<file path="config.mk">
export PLATFORM = sky130hd
export DESIGN_NAME = uart_rx
export DESIGN_NICKNAME = d
export VERILOG_FILES = /design/src/rtl/uart_pkg.sv /design/src/rtl/sync_fifo.sv /design/src/rtl/uart_rx.sv
export SDC_FILE = /design/constraint.sdc
export NUM_CORES = 1
export LEC_CHECK = 0
export CORE_MARGIN = 1.5
export CORE_UTILIZATION = 30
export DETAILED_ROUTE_END_ITERATION = 8
export PLACE_DENSITY = 0.44
export SLEW_MARGIN = 20
export SYNTH_ARGS = -nofsm -noshare
export SYNTH_HDL_FRONTEND = slang
export SYNTH_SLANG_ARGS = --single-unit
export TNS_END_PERCENT = 50
</file>
<file path="constraint.sdc">
create_clock -name clk_i -period 6.9 [get_ports clk_i]
set_input_delay 1.38 -clock clk_i [delete_from_list [all_inputs] [get_ports clk_i]]
set_output_delay 1.38 -clock clk_i [all_outputs]
set_load 0.1 [all_outputs]
</file>
<file path="src/rtl/uart_pkg.sv">
// Shared UART definitions for the receive and transmit paths.
package uart_pkg;

    localparam int UART_DATA_W = 8;

    typedef enum logic [1:0] {
        IDLE,
        START,
        DATA,
        STOP
    } rx_state_t;

endpackage

</file>
<file path="src/rtl/sync_fifo.sv">
// Single-clock first-word-fall-through FIFO; full/empty from an extra pointer MSB.
module sync_fifo #(
    parameter int WIDTH = 8,
    parameter int DEPTH = 4
) (
    input  logic             clk_i,
    input  logic             rstn_i,
    input  logic             push,
    input  logic             pop,
    input  logic [WIDTH-1:0] din,
    output logic [WIDTH-1:0] dout,
    output logic             full,
    output logic             empty
);

    localparam int AW = $clog2(DEPTH);
    localparam logic [AW:0] PTR_ONE = (AW + 1)'(1);

    logic [AW:0]      wr_ptr, rd_ptr;
    logic [WIDTH-1:0] mem [DEPTH];
    logic             do_push, do_pop;

    assign empty = (wr_ptr == rd_ptr);
    assign full  = (wr_ptr[AW] != rd_ptr[AW]) && (wr_ptr[AW-1:0] == rd_ptr[AW-1:0]);

    // A push into a full FIFO is only taken when the head leaves on the same edge.
    assign do_pop  = pop && !empty;
    assign do_push = push && (!full || do_pop);

    assign dout = mem[rd_ptr[AW-1:0]];

    // Storage and pointers; the array is cleared so dout reads 0 out of reset.
    always_ff @(posedge clk_i or negedge rstn_i) begin
        if (!rstn_i) begin
            wr_ptr <= '0;
            rd_ptr <= '0;
            for (int i = 0; i < DEPTH; i++) mem[i] <= '0;
        end else begin
            if (do_push) begin
                mem[wr_ptr[AW-1:0]] <= din;
                wr_ptr              <= wr_ptr + PTR_ONE;
            end
            if (do_pop) rd_ptr <= rd_ptr + PTR_ONE;
        end
    end

endmodule

</file>
<file path="src/rtl/uart_rx.sv">
// 8N1 UART receiver: synchronizer, mid-bit sampling FSM, FWFT receive buffer.
module uart_rx
    import uart_pkg::*;
#(
    parameter int CLKS_PER_BAUD = 868,
    parameter int FIFO_DEPTH    = 4
) (
    input  logic                   clk_i,
    input  logic                   rstn_i,
    input  logic                   rx_uart_i,
    output logic [UART_DATA_W-1:0] data_o,
    output logic                   valid_o,
    input  logic                   ready_i,
    output logic                   busy_o,
    output logic                   frame_err_o,
    output logic                   overrun_o
);

    localparam int CW = $clog2(CLKS_PER_BAUD);
    localparam int H  = CLKS_PER_BAUD / 2;
    localparam logic [CW-1:0] HALF_LOAD = CW'(H - 1);
    localparam logic [CW-1:0] BAUD_LOAD = CW'(CLKS_PER_BAUD - 1);

    if (CLKS_PER_BAUD < 4) begin : g_chk_baud
        $error("uart_rx: CLKS_PER_BAUD must be >= 4");
    end
    if (FIFO_DEPTH < 2 || (FIFO_DEPTH & (FIFO_DEPTH - 1)) != 0) begin : g_chk_depth
        $error("uart_rx: FIFO_DEPTH must be a power of two >= 2");
    end

    rx_state_t              state, state_d;
    logic [CW-1:0]          cnt, cnt_val;
    logic [2:0]             bit_idx;
    logic [UART_DATA_W-1:0] shift_q;
    logic                   rx_meta, rx_sync, rx_prev;
    logic [1:0]             sync_fill;
    logic                   armed, start_edge;
    logic                   cnt_load, bit_clr, bit_shift, disarm;
    logic                   fifo_push, fifo_pop, fifo_full, fifo_empty;
    logic                   frame_err, overrun;

    // Two-flop synchronizer plus previous value for falling-edge detect.
    // sync_fill marks when rx_sync holds a real line sample rather than the
    // reset value, so a line held low across reset cannot arm the receiver.
    always_ff @(posedge clk_i or negedge rstn_i) begin
        if (!rstn_i) begin
            rx_meta   <= 1'b1;
            rx_sync   <= 1'b1;
            rx_prev   <= 1'b1;
            sync_fill <= 2'b00;
        end else begin
            rx_meta   <= rx_uart_i;
            rx_sync   <= rx_meta;
            rx_prev   <= rx_sync;
            sync_fill <= {sync_fill[0], 1'b1};
        end
    end

    assign start_edge = rx_prev && !rx_sync;

    // Arm once the line is genuinely seen idle-high; a bad stop bit disarms.
    always_ff @(posedge clk_i or negedge rstn_i) begin
        if (!rstn_i)                                           armed <= 1'b0;
        else if (disarm)                                       armed <= 1'b0;
        else if (state == IDLE && rx_sync && sync_fill[1])     armed <= 1'b1;
    end

    // FSM state register.
    always_ff @(posedge clk_i or negedge rstn_i) begin
        if (!rstn_i) state <= IDLE;
        else         state <= state_d;
    end

    // Next state and per-cycle strobes for the counter, shifter and FIFO.
    always_comb begin
        state_d   = state;
        cnt_load  = 1'b0;
        cnt_val   = BAUD_LOAD;
        bit_clr   = 1'b0;
        bit_shift = 1'b0;
        fifo_push = 1'b0;
        frame_err = 1'b0;
        overrun   = 1'b0;
        disarm    = 1'b0;
        unique case (state)
            IDLE: begin
                if (armed && start_edge) begin
                    cnt_load = 1'b1;
                    cnt_val  = HALF_LOAD;
                    state_d  = START;
                end
            end
            START: begin
                if (cnt == '0) begin
                    if (rx_sync) begin
                        state_d = IDLE;             // glitch, not a start bit
                    end else begin
                        cnt_load = 1'b1;
                        bit_clr  = 1'b1;
                        state_d  = DATA;
                    end
                end
            end
            DATA: begin
                if (cnt == '0) begin
                    bit_shift = 1'b1;
                    cnt_load  = 1'b1;
                    if (bit_idx == 3'd7) state_d = STOP;
                end
            end
            STOP: begin
                if (cnt == '0) begin
                    state_d = IDLE;
                    if (rx_sync) begin
                        if (fifo_full && !fifo_pop) overrun   = 1'b1;
                        else                        fifo_push = 1'b1;
                    end else begin
                        frame_err = 1'b1;
                        disarm    = 1'b1;
                    end
                end
            end
            default: state_d = IDLE;
        endcase
    end

    // Bit-period down-counter; holds at zero instead of wrapping.
    always_ff @(posedge clk_i or negedge rstn_i) begin
        if (!rstn_i)         cnt <= '0;
        else if (cnt_load)   cnt <= cnt_val;
        else if (cnt != '0)  cnt <= cnt - CW'(1);
    end

    // LSB-first data capture at bit centres.
    always_ff @(posedge clk_i or negedge rstn_i) begin
        if (!rstn_i) begin
            bit_idx <= '0;
            shift_q <= '0;
        end else if (bit_clr) begin
            bit_idx <= '0;
        end else if (bit_shift) begin
            shift_q[bit_idx] <= rx_sync;
            bit_idx          <= bit_idx + 3'd1;
        end
    end

    assign fifo_pop    = valid_o && ready_i;
    assign valid_o     = !fifo_empty;
    assign busy_o      = (state != IDLE);
    assign frame_err_o = frame_err;
    assign overrun_o   = overrun;

    sync_fifo #(
        .WIDTH (UART_DATA_W),
        .DEPTH (FIFO_DEPTH)
    ) u_fifo (
        .clk_i  (clk_i),
        .rstn_i (rstn_i),
        .push   (fifo_push),
        .pop    (fifo_pop),
        .din    (shift_q),
        .dout   (data_o),
        .full   (fifo_full),
        .empty  (fifo_empty)
    );

endmodule

</file>
* After elaboration in Yosys (flattened, before gate mapping)
Index checks and enable logic that the tools add are counted.
Word-level totals: output and inout bits 12, flip-flop bits (word level) 67, bits of input ports 4
Cells by class: order comparisons 5, bitwise logic cells 3, equality and inequality tests 12, multiplexer cells 40, reductions and logical operators 25, add/subtract/negate cells 4
Operators with widths (number):
- 10-bit two-way mux | 4
- 32-bit bitwise mux | 1
- 8-bit two-way mux | 3
- 1-bit two-way mux | 18
- 8-bit binary-select mux with 2-bit select | 1
- 8-bit demux with 2-bit select | 1
- 2-bit two-way mux | 6
- 1-bit logical AND | 11
- 10-bit logical NOT | 1
- 10-bit nonzero test | 1
- 10-bit by 1-bit subtractor with 10-bit output (second input constant) | 1
- 3-bit by 1-bit adder with 3-bit output (second input constant) | 3
- 8-bit bitwise mux | 1
- 2-bit != test (second input constant) | 4
- 2-bit one-hot mux with 4 select lines | 1
- 2-bit nonzero test | 4
- 3-bit >= comparator (second input constant) | 2
- 3-bit two-way mux | 2
- 2-bit inverter with 3-bit output | 2
- 5-bit AND reduction | 1
- 2-bit == test (second input constant) | 2
- 1-bit logical NOT | 4
- 3-bit by 4-bit less-than comparator with 1-bit output (second input constant) | 1
- 1-bit demux with 3-bit select | 1
- other kinds (13) | 13

* Depth between registers and ports, before layout
Gate-level depths: netlist of the first run.
word-level depth 10, mapped depth 7, depth with buffers taken out 6

* Modules after synthesis
From an unflattened synthesis of the first run, not the netlist that was laid out.
Unflattened totals: cell total of the unflattened synthesis 281, area, all modules 3359.5 um^2
By module, submodules not included:
- sync_fifo | area each 1929.4 um^2, cells each 153, times used 1
- uart_rx | area each 1430.1 um^2, cells each 128, times used 1

* Worst setup path after synthesis of the first run
OpenSTA, ideal clock, no wires.
path type input to output, from input ready_i, to output overrun_o, arrival 4.683 ns, data required time 5.520 ns, cell stages on the path 2, path slack 0.837 ns, cells stage by stage nand4b_1 -> nor4_1
On the way: word-level cells in the longest chain between the ends 7
Ends and longest elaborated chain:
- from (decl) | line uart_rx.sv:13 | input logic ready_i,
- 1-bit logical AND | line uart_rx.sv:147 | assign fifo_pop = valid_o && ready_i;
- 1-bit logical NOT | line uart_rx.sv:115 | if (fifo_full && !fifo_pop) overrun = 1'b1;
- 1-bit logical AND | line uart_rx.sv:115
- 1-bit two-way mux | line uart_rx.sv:115
- 1-bit two-way mux | line uart_rx.sv:114 | if (rx_sync) begin
- 1-bit two-way mux | line uart_rx.sv:112 | if (cnt == '0) begin
- 1-bit two-way mux | line uart_rx.sv:85 | unique case (state)
- to (decl) | line uart_rx.sv:16 | output logic overrun_o
No other way between the ends.

* Worst setup path after layout of the first run
Same ends and word-level chain as after synthesis.

==> results of run 1 <==
-- registers in the layout, indices dropped and copies added (netlist names), named ones only --
register and cells:
rx_prev 1, u_fifo.mem 32, rx_meta 1, bit_idx 3
rx_sync 1, u_fifo.rd_ptr 3, u_fifo.wr_ptr 3, state 1
sync_fill 2, cnt 10, armed 1, shift_q 8
-- metal layers --
| layer | wire, um | vias up | track usage [%] |
|---|---|---|---|
| met2 | 2800 | 24 | 17.8 |
| met4 | 74 | 0 | 4.29 |
| met3 | 201 | 6 | 3.71 |
| met1 | 3280 | 974 | 17.6 |
| met5 | 0 | - | 0 |
| li1 | - | 916 | - |
-- synthesized netlist by cell type (5+ instances only) --
| cell | n |
|---|---|
| xnor2_1 | 9 |
| nor2_1 | 7 |
| nand4_1 | 5 |
| nand2_1 | 6 |
| inv_1 | 6 |
| nand3_1 | 7 |
| dfrtp_1 | 64 |
| a21oi_1 | 5 |
| mux2_2 | 36 |
| mux4_2 | 8 |
| ha_1 | 9 |
| mux2_1 | 8 |
-- layout make-up --
class / count / area share (%)
inverters: 6 / 0.609
flip-flops and latches: 67 / 45.4
clock buffers: 10 / 3.72
well taps: 136 / 4.60
clock inverters: 6 / 1.73
repair buffers: 16 / 4.13
multi-input cells: 154 / 39.8
-- worst max-delay path, stage by stage --
cell and delay (ns):
clkdlybuf4s50_1 0.44, nand4b_1 0.52, nor4_1 0.34, clkdlybuf4s50_1 1.19
-- kinds of logic after synthesis --
group,after synthesis,synth area share (%)
other,1,0.116
flip-flops,67,52.0
AO/OA/AOI/OAI,20,4.33
XOR/XNOR,12,3.25
adder cells (fa/ha/maj),9,3.48
multiplexers,52,20.9
buffers and inverters,15,2.55
AND/OR/NAND/NOR,60,13.4
-- power by group through the flow --
stage          Clock [W]  Combinational [W]  Sequential (W)
2_1_floorplan          0           0.000231        0.000477
3_3_place_gp           0           0.000228        0.000534
3_5_place_dp           0           0.000228        0.000536
4_1_cts         0.000349           0.000230        0.000528
5_1_grt         0.000366           0.000252        0.000541
6_report        0.000335           0.000228        0.000526
-- worst max path at each step --
stage / endpoint / slack [ns] / depth (start not counted)
after floorplan: overrun_o / 0.84 / 2
after global placement: overrun_o / 1.61 / 4
after detailed placement: overrun_o / 1.62 / 4
after CTS: overrun_o / 1.61 / 4
after global routing: overrun_o / 1.53 / 4
final: overrun_o / 1.64 / 4
-- per-stage QoR --
stage	util, %	setup slack [ns]	cell area, sq um	cells
detailed placement	33.7	1.62	3500	379
global placement	33.7	1.61	3500	379
floorplan	-	0.837	3230	236
CTS	35.7	1.61	3700	395
finish	35.7	1.64	3700	395
global route	35.7	1.53	3700	395
==> results.py, run 1 <==
metrics = {
    "status": {
        "status": "finished, final reports clean",
    },
    "timing": {
        "fmax_mhz": 190,
        "worst_slew_pin_slew_ns": 0.970,
        "finalSetupViolCount": 0,
        "rsz0062_at_grt": "no",
        "layout_min_cycle_time_ns": 5.26,
        "drv_slew": 0,
        "holdWs_ns": 0.351,
        "finalCritPeriodShare_pct": 76.2,
        "max_slew_margin_pct": 35.1,
        "finalSetupTns_ns": 0,
        "finalHoldViolCount": 0,
        "finalClockSkew_ns": 0.0105,
    },
    "cells_and_area": {
        "multi_input_area_sq_um": 1470,
        "final_cell_mix": "dfrtp_1 (64), mux2_2 (36), clkdlybuf4s50_1 (14), clkbuf_8 (10)",
        "final_common_cell": "dfrtp_1",
        "regArea_sq_um": 1680,
        "fillers": 1056,
        "insertedDiodeCount": 0,
        "area_growth_pct": 14.4,
        "num-nets-final": 267,
        "layout-drive-gt1-share_pct": 29.3,
    },
    "worst_setup_path": {
        "regToRegEndpoint": "u_fifo.mem[11]",
        "critical_path_required_ns": 5.52,
        "reg2regPathDepth": 6,
        "start_kind": "input pin",
        "critPathMaxFanout": 6,
        "cp_data_arrival_time_ns": 3.88,
        "path_class": "in -> out",
        "rrSetupSlack_ns": 4.21,
        "cp-end-kind": "output pin",
        "r2r-start": "cnt[0]",
        "cp-startpoint": "ready_i",
    },
    "route": {
        "first_iter_violations": 71,
        "postRouteAntennaNets": 0,
        "vias_per_cell": 4.86,
        "firstDrtPassIters": 4,
        "wl_per_cell_um": 16.1,
        "drc_errors": 0,
        "drt_wl_total_mm": 6.36,
        "num_vias": 1920,
    },
    "synthesis": {
        "synth_cell_types": 53,
        "postSynth.asyncResetShare_pct": 100,
        "yosys_warnings": 0,
        "synthFlopType": "dfrtp_1",
        "synthTopCellsByArea": "dfrtp_1 (50%), mux2_2 (13%), mux4_2 (5.6%), ha_1 (3.5%), mux2_1 (2.8%)",
        "syn-num-nets": 249,
        "synth_area_leader_cell": "dfrtp_1",
        "synth_area_sq_um": 3230,
        "synth_edf_count": 0,
        "avgSynthCellArea_sq_um": 13.7,
        "syn_inst": 236,
        "synth_top_area_share_pct": 49.5,
        "seq_area_frac_synth_pct": 52.0,
        "synth_seq_cells": 67,
    },
    "power_and_ir_drop": {
        "internal_power_w": 0.000719,
        "vdd_drop_max_mv": 0.113,
        "switching_share_pct": 34.0,
        "p_clk_share_pct": 30.8,
        "pwr-share-seq_pct": 48.3,
        "p_leak_nw": 1.70,
        "power_density_nw_per_um2": 295,
        "power_switching_w": 0.000370,
        "p_comb_share_pct": 20.9,
        "power_w": 0.00109,
    },
    "floorplan": {
        "die-area_sq_um": 11400,
        "die_h_um": 107,
        "die_w_um": 107,
        "core_area_sq_um": 10400,
        "io_pins": 16,
        "rows": 37,
        "start_util_pct": 31.2,
    },
    "hold_path": {
        "worst_hold_path_type": "reg -> reg",
        "hp-start": "sync_fill[0]",
        "min_path_cells": 0,
        "hold_end": "sync_fill[1]",
    },
    "cts": {
        "tritoncts": "built",
        "numCtsBuffers": 9,
        "clock_latency_ns": 0.34,
        "cts_buffer_depth": 2,
        "hold_buffers": 0,
        "path_clk_slew_ns": 0.08,
        "cts_resized": 0,
        "htree_levels": 3,
        "cts-root-buf": "clkbuf_8",
        "post_cts_buffers": 0,
        "clock_sinks": 67,
    },
    "global_route": {
        "grt_pass1_wl_mm": 10.6,
        "grt_overflow_total": 0,
        "grt_max_degree": 68,
        "antenna_found_initial": 0,
        "grt_util_all_layers_pct": 12.3,
        "grt_pass1_vias": 1980,
    },
    "placement": {
        "finalWeightedCongestion": 0.680,
        "io_buffer_count": 15,
        "dp.final_hpwl_mm": 4.06,
    },
    "job": {
        "drv_cap": 0,
    },
}
(Power assumes the default switching activity.)
==> run 2, diff against run 1 <==
--- a/config.mk
+++ b/config.mk
@@ -8,7 +8,7 @@
 export CORE_MARGIN = 1.5
 export CORE_UTILIZATION = 30
 export DETAILED_ROUTE_END_ITERATION = 8
-export PLACE_DENSITY = 0.44
+export PLACE_DENSITY = 0.45
 export SLEW_MARGIN = 20
 export SYNTH_ARGS = -nofsm -noshare
 export SYNTH_HDL_FRONTEND = slang
==> constraint.sdc (replaced) <==
create_clock -name clk_i -period 4.5 [get_ports clk_i]
set_input_delay 0.9 -clock clk_i [delete_from_list [all_inputs] [get_ports clk_i]]
set_output_delay 0.9 -clock clk_i [all_outputs]
set_load 0.1 [all_outputs]
==> run 2 against run 1 <==
  * First-iteration DRC count fell by 13%
  * Sequential share of layout area up 0.31 points
  * Register-to-register slack got worse by 2.4 ns
  * Hold slack hardly changed
  * Critical endpoint is now data_o[3]
  * Clock-buffer cell count grew 2
  * Critical path depth is 2 lower
==> results.py, run 2 (synthesis results as in run 1) <==
metrics = {
    "route": {
        "drc_errors": 0,
        "first_iter_violations": 62,
        "vias_per_cell": 4.90,
        "firstDrtPassIters": 4,
        "drt_wl_total_mm": 6.17,
        "wl_per_cell_um": 15.7,
        "num_vias": 1930,
        "postRouteAntennaNets": 0,
    },
    "cts": {
        "htree_levels": 3,
        "numCtsBuffers": 9,
        "post_cts_buffers": 0,
        "path_clk_slew_ns": 0.07,
        "cts-root-buf": "clkbuf_8",
        "tritoncts": "built",
        "clock_sinks": 67,
        "cts_resized": 0,
        "hold_buffers": 0,
        "cts_buffer_depth": 2,
        "clock_latency_ns": 0.33,
    },
    "cells_and_area": {
        "num-nets-final": 268,
        "area_growth_pct": 13.6,
        "layout-drive-gt1-share_pct": 29.8,
        "regArea_sq_um": 1680,
        "insertedDiodeCount": 0,
        "multi_input_area_sq_um": 1480,
        "final_common_cell": "dfrtp_1",
        "final_cell_area_sq_um": 3670,
        "top_regs": "u_fifo.mem: 32 flops, cnt: 10 flops, shift_q: 8 flops",
        "final_cell_mix": "dfrtp_1 (64), mux2_2 (36), clkdlybuf4s50_1 (12), clkbuf_8 (11)",
        "fillers": 1065,
        "top_register": "u_fifo.mem",
        "largest_register_ffs": 32,
    },
    "power_and_ir_drop": {
        "power_density_nw_per_um2": 434,
        "power_switching_w": 0.000536,
        "power_w": 0.00159,
        "pwr-share-seq_pct": 50.6,
        "switching_share_pct": 33.6,
        "internal_power_w": 0.00106,
        "p_comb_share_pct": 22.0,
        "p_leak_nw": 1.69,
        "vdd_drop_max_mv": 0.148,
        "p_clk_share_pct": 27.4,
    },
    "timing": {
        "finalSetupViolCount": 0,
        "finalCritPeriodShare_pct": 80.4,
        "layout_min_cycle_time_ns": 3.62,
        "finalWorstSetupSlack_ns": 0.883,
        "finalHoldViolCount": 0,
        "drv_slew": 0,
        "finalClockSkew_ns": 0.00959,
        "rsz0062_at_grt": "no",
        "worst_slew_pin_slew_ns": 0.967,
        "max_slew_margin_pct": 35.3,
        "fmax_mhz": 276,
    },
    "global_route": {
        "grt_pass1_vias": 1980,
        "use_met2_pct": 18.0,
        "grt_pass1_wl_mm": 10.6,
        "grt_max_degree": 37,
        "antenna_found_initial": 0,
        "use_met3_pct": 2.61,
        "grt_overflow_total": 0,
        "grt.busiest_layer": "met2",
        "grt_util_all_layers_pct": 12.4,
        "grtUsageMet1_pct": 17.6,
    },
    "hold_path": {
        "worst_hold_path_type": "reg -> reg",
    },
    "worst_setup_path": {
        "crit_path_top_delay_cell": "clkdlybuf4s50_1",
        "cp-end-kind": "output pin",
        "path_class": "reg -> out",
        "cp_cell_sequence": "mux4_2, clkdlybuf4s50_1",
        "start_kind": "flip-flop",
        "cpPeakStageDelay_ns": 0.98,
        "critPathMaxFanout": 11,
        "critical_path_required_ns": 3.60,
        "cp_data_arrival_time_ns": 2.72,
    },
    "placement": {
        "pre_cts_ws_ns": 1.19,
        "finalWeightedCongestion": 0.733,
        "io_buffer_count": 15,
        "dp.final_hpwl_mm": 4.09,
        "dpl_cell_area_sq_um": 3500,
    },
    "floorplan": {
        "die_w_um": 107,
        "die-area_sq_um": 11400,
        "die_h_um": 107,
        "rows": 37,
        "start_util_pct": 31.2,
        "core_area_sq_um": 10400,
        "io_pins": 16,
    },
    "job": {
        "drv_cap": 0,
    },
    "status": {
        "status": "finished, final reports clean",
    },
}
## run 2: through the flow
stage / util (%) / instances / hold WS (ns) / TNS [ns]
final: 35.4 / 394 / 0.352 / 0
after global placement: 33.8 / 380 / 0.335 / 0
after CTS: 35.4 / 394 / 0.356 / 0
after global routing: 35.4 / 394 / 0.358 / 0
after floorplan: - / 236 / 0.331 / -0.142
after detailed placement: 33.8 / 380 / 0.339 / 0
## run 2: power by group through the flow
stage / combinational [W] / sequential [W] / clock, W
CTS: 0.000356 / 0.000811 / 0.000456
global placement: 0.000353 / 0.000824 / 0
finish: 0.000350 / 0.000806 / 0.000437
global route: 0.000391 / 0.000831 / 0.000481
detailed placement: 0.000355 / 0.000820 / 0
floorplan: 0.000355 / 0.000732 / 0
## run 2: path summary, 6_finish.rpt
path | startpoint | to | slack [ns] | depth (start not counted)
setup / recovery | u_fifo.rd_ptr[0] | data_o[3] | 0.88 | 2
hold / removal | sync_fill[0] | sync_fill[1] | 0.35 | 0
setup reg to reg | cnt[0] | u_fifo.mem[11] | 1.81 | 6
hold reg to reg | sync_fill[0] | sync_fill[1] | 0.35 | 0
max in group asynchronous | rstn_i | rx_prev | 2.92 | 2
min in group asynchronous | rstn_i | u_fifo.mem[13] | 0.61 | 1
## run 2: cell type report
cell class,instances,share of cell area (%)
clock inverter,2,0.341
tap,136,4.63
clock buffer,12,4.22
sequential,67,45.8
inverter,6,0.613
timing repair buffer,17,4.22
multi-input combinational,154,40.2
## run 2: routing by layer
layer / routed length [um] / vias to the layer above
li1: - / 919
met1: 3090 / 974
met2: 2780 / 27
met3: 166 / 10
met4: 133 / 0
met5: 0 / -
## run 2: critical path, delay by kind of cell (launching register included)
family	cells	cell delay, ns
buffers and inverters	1	0.98
muxes	1	0.60
DFF	1	0.80
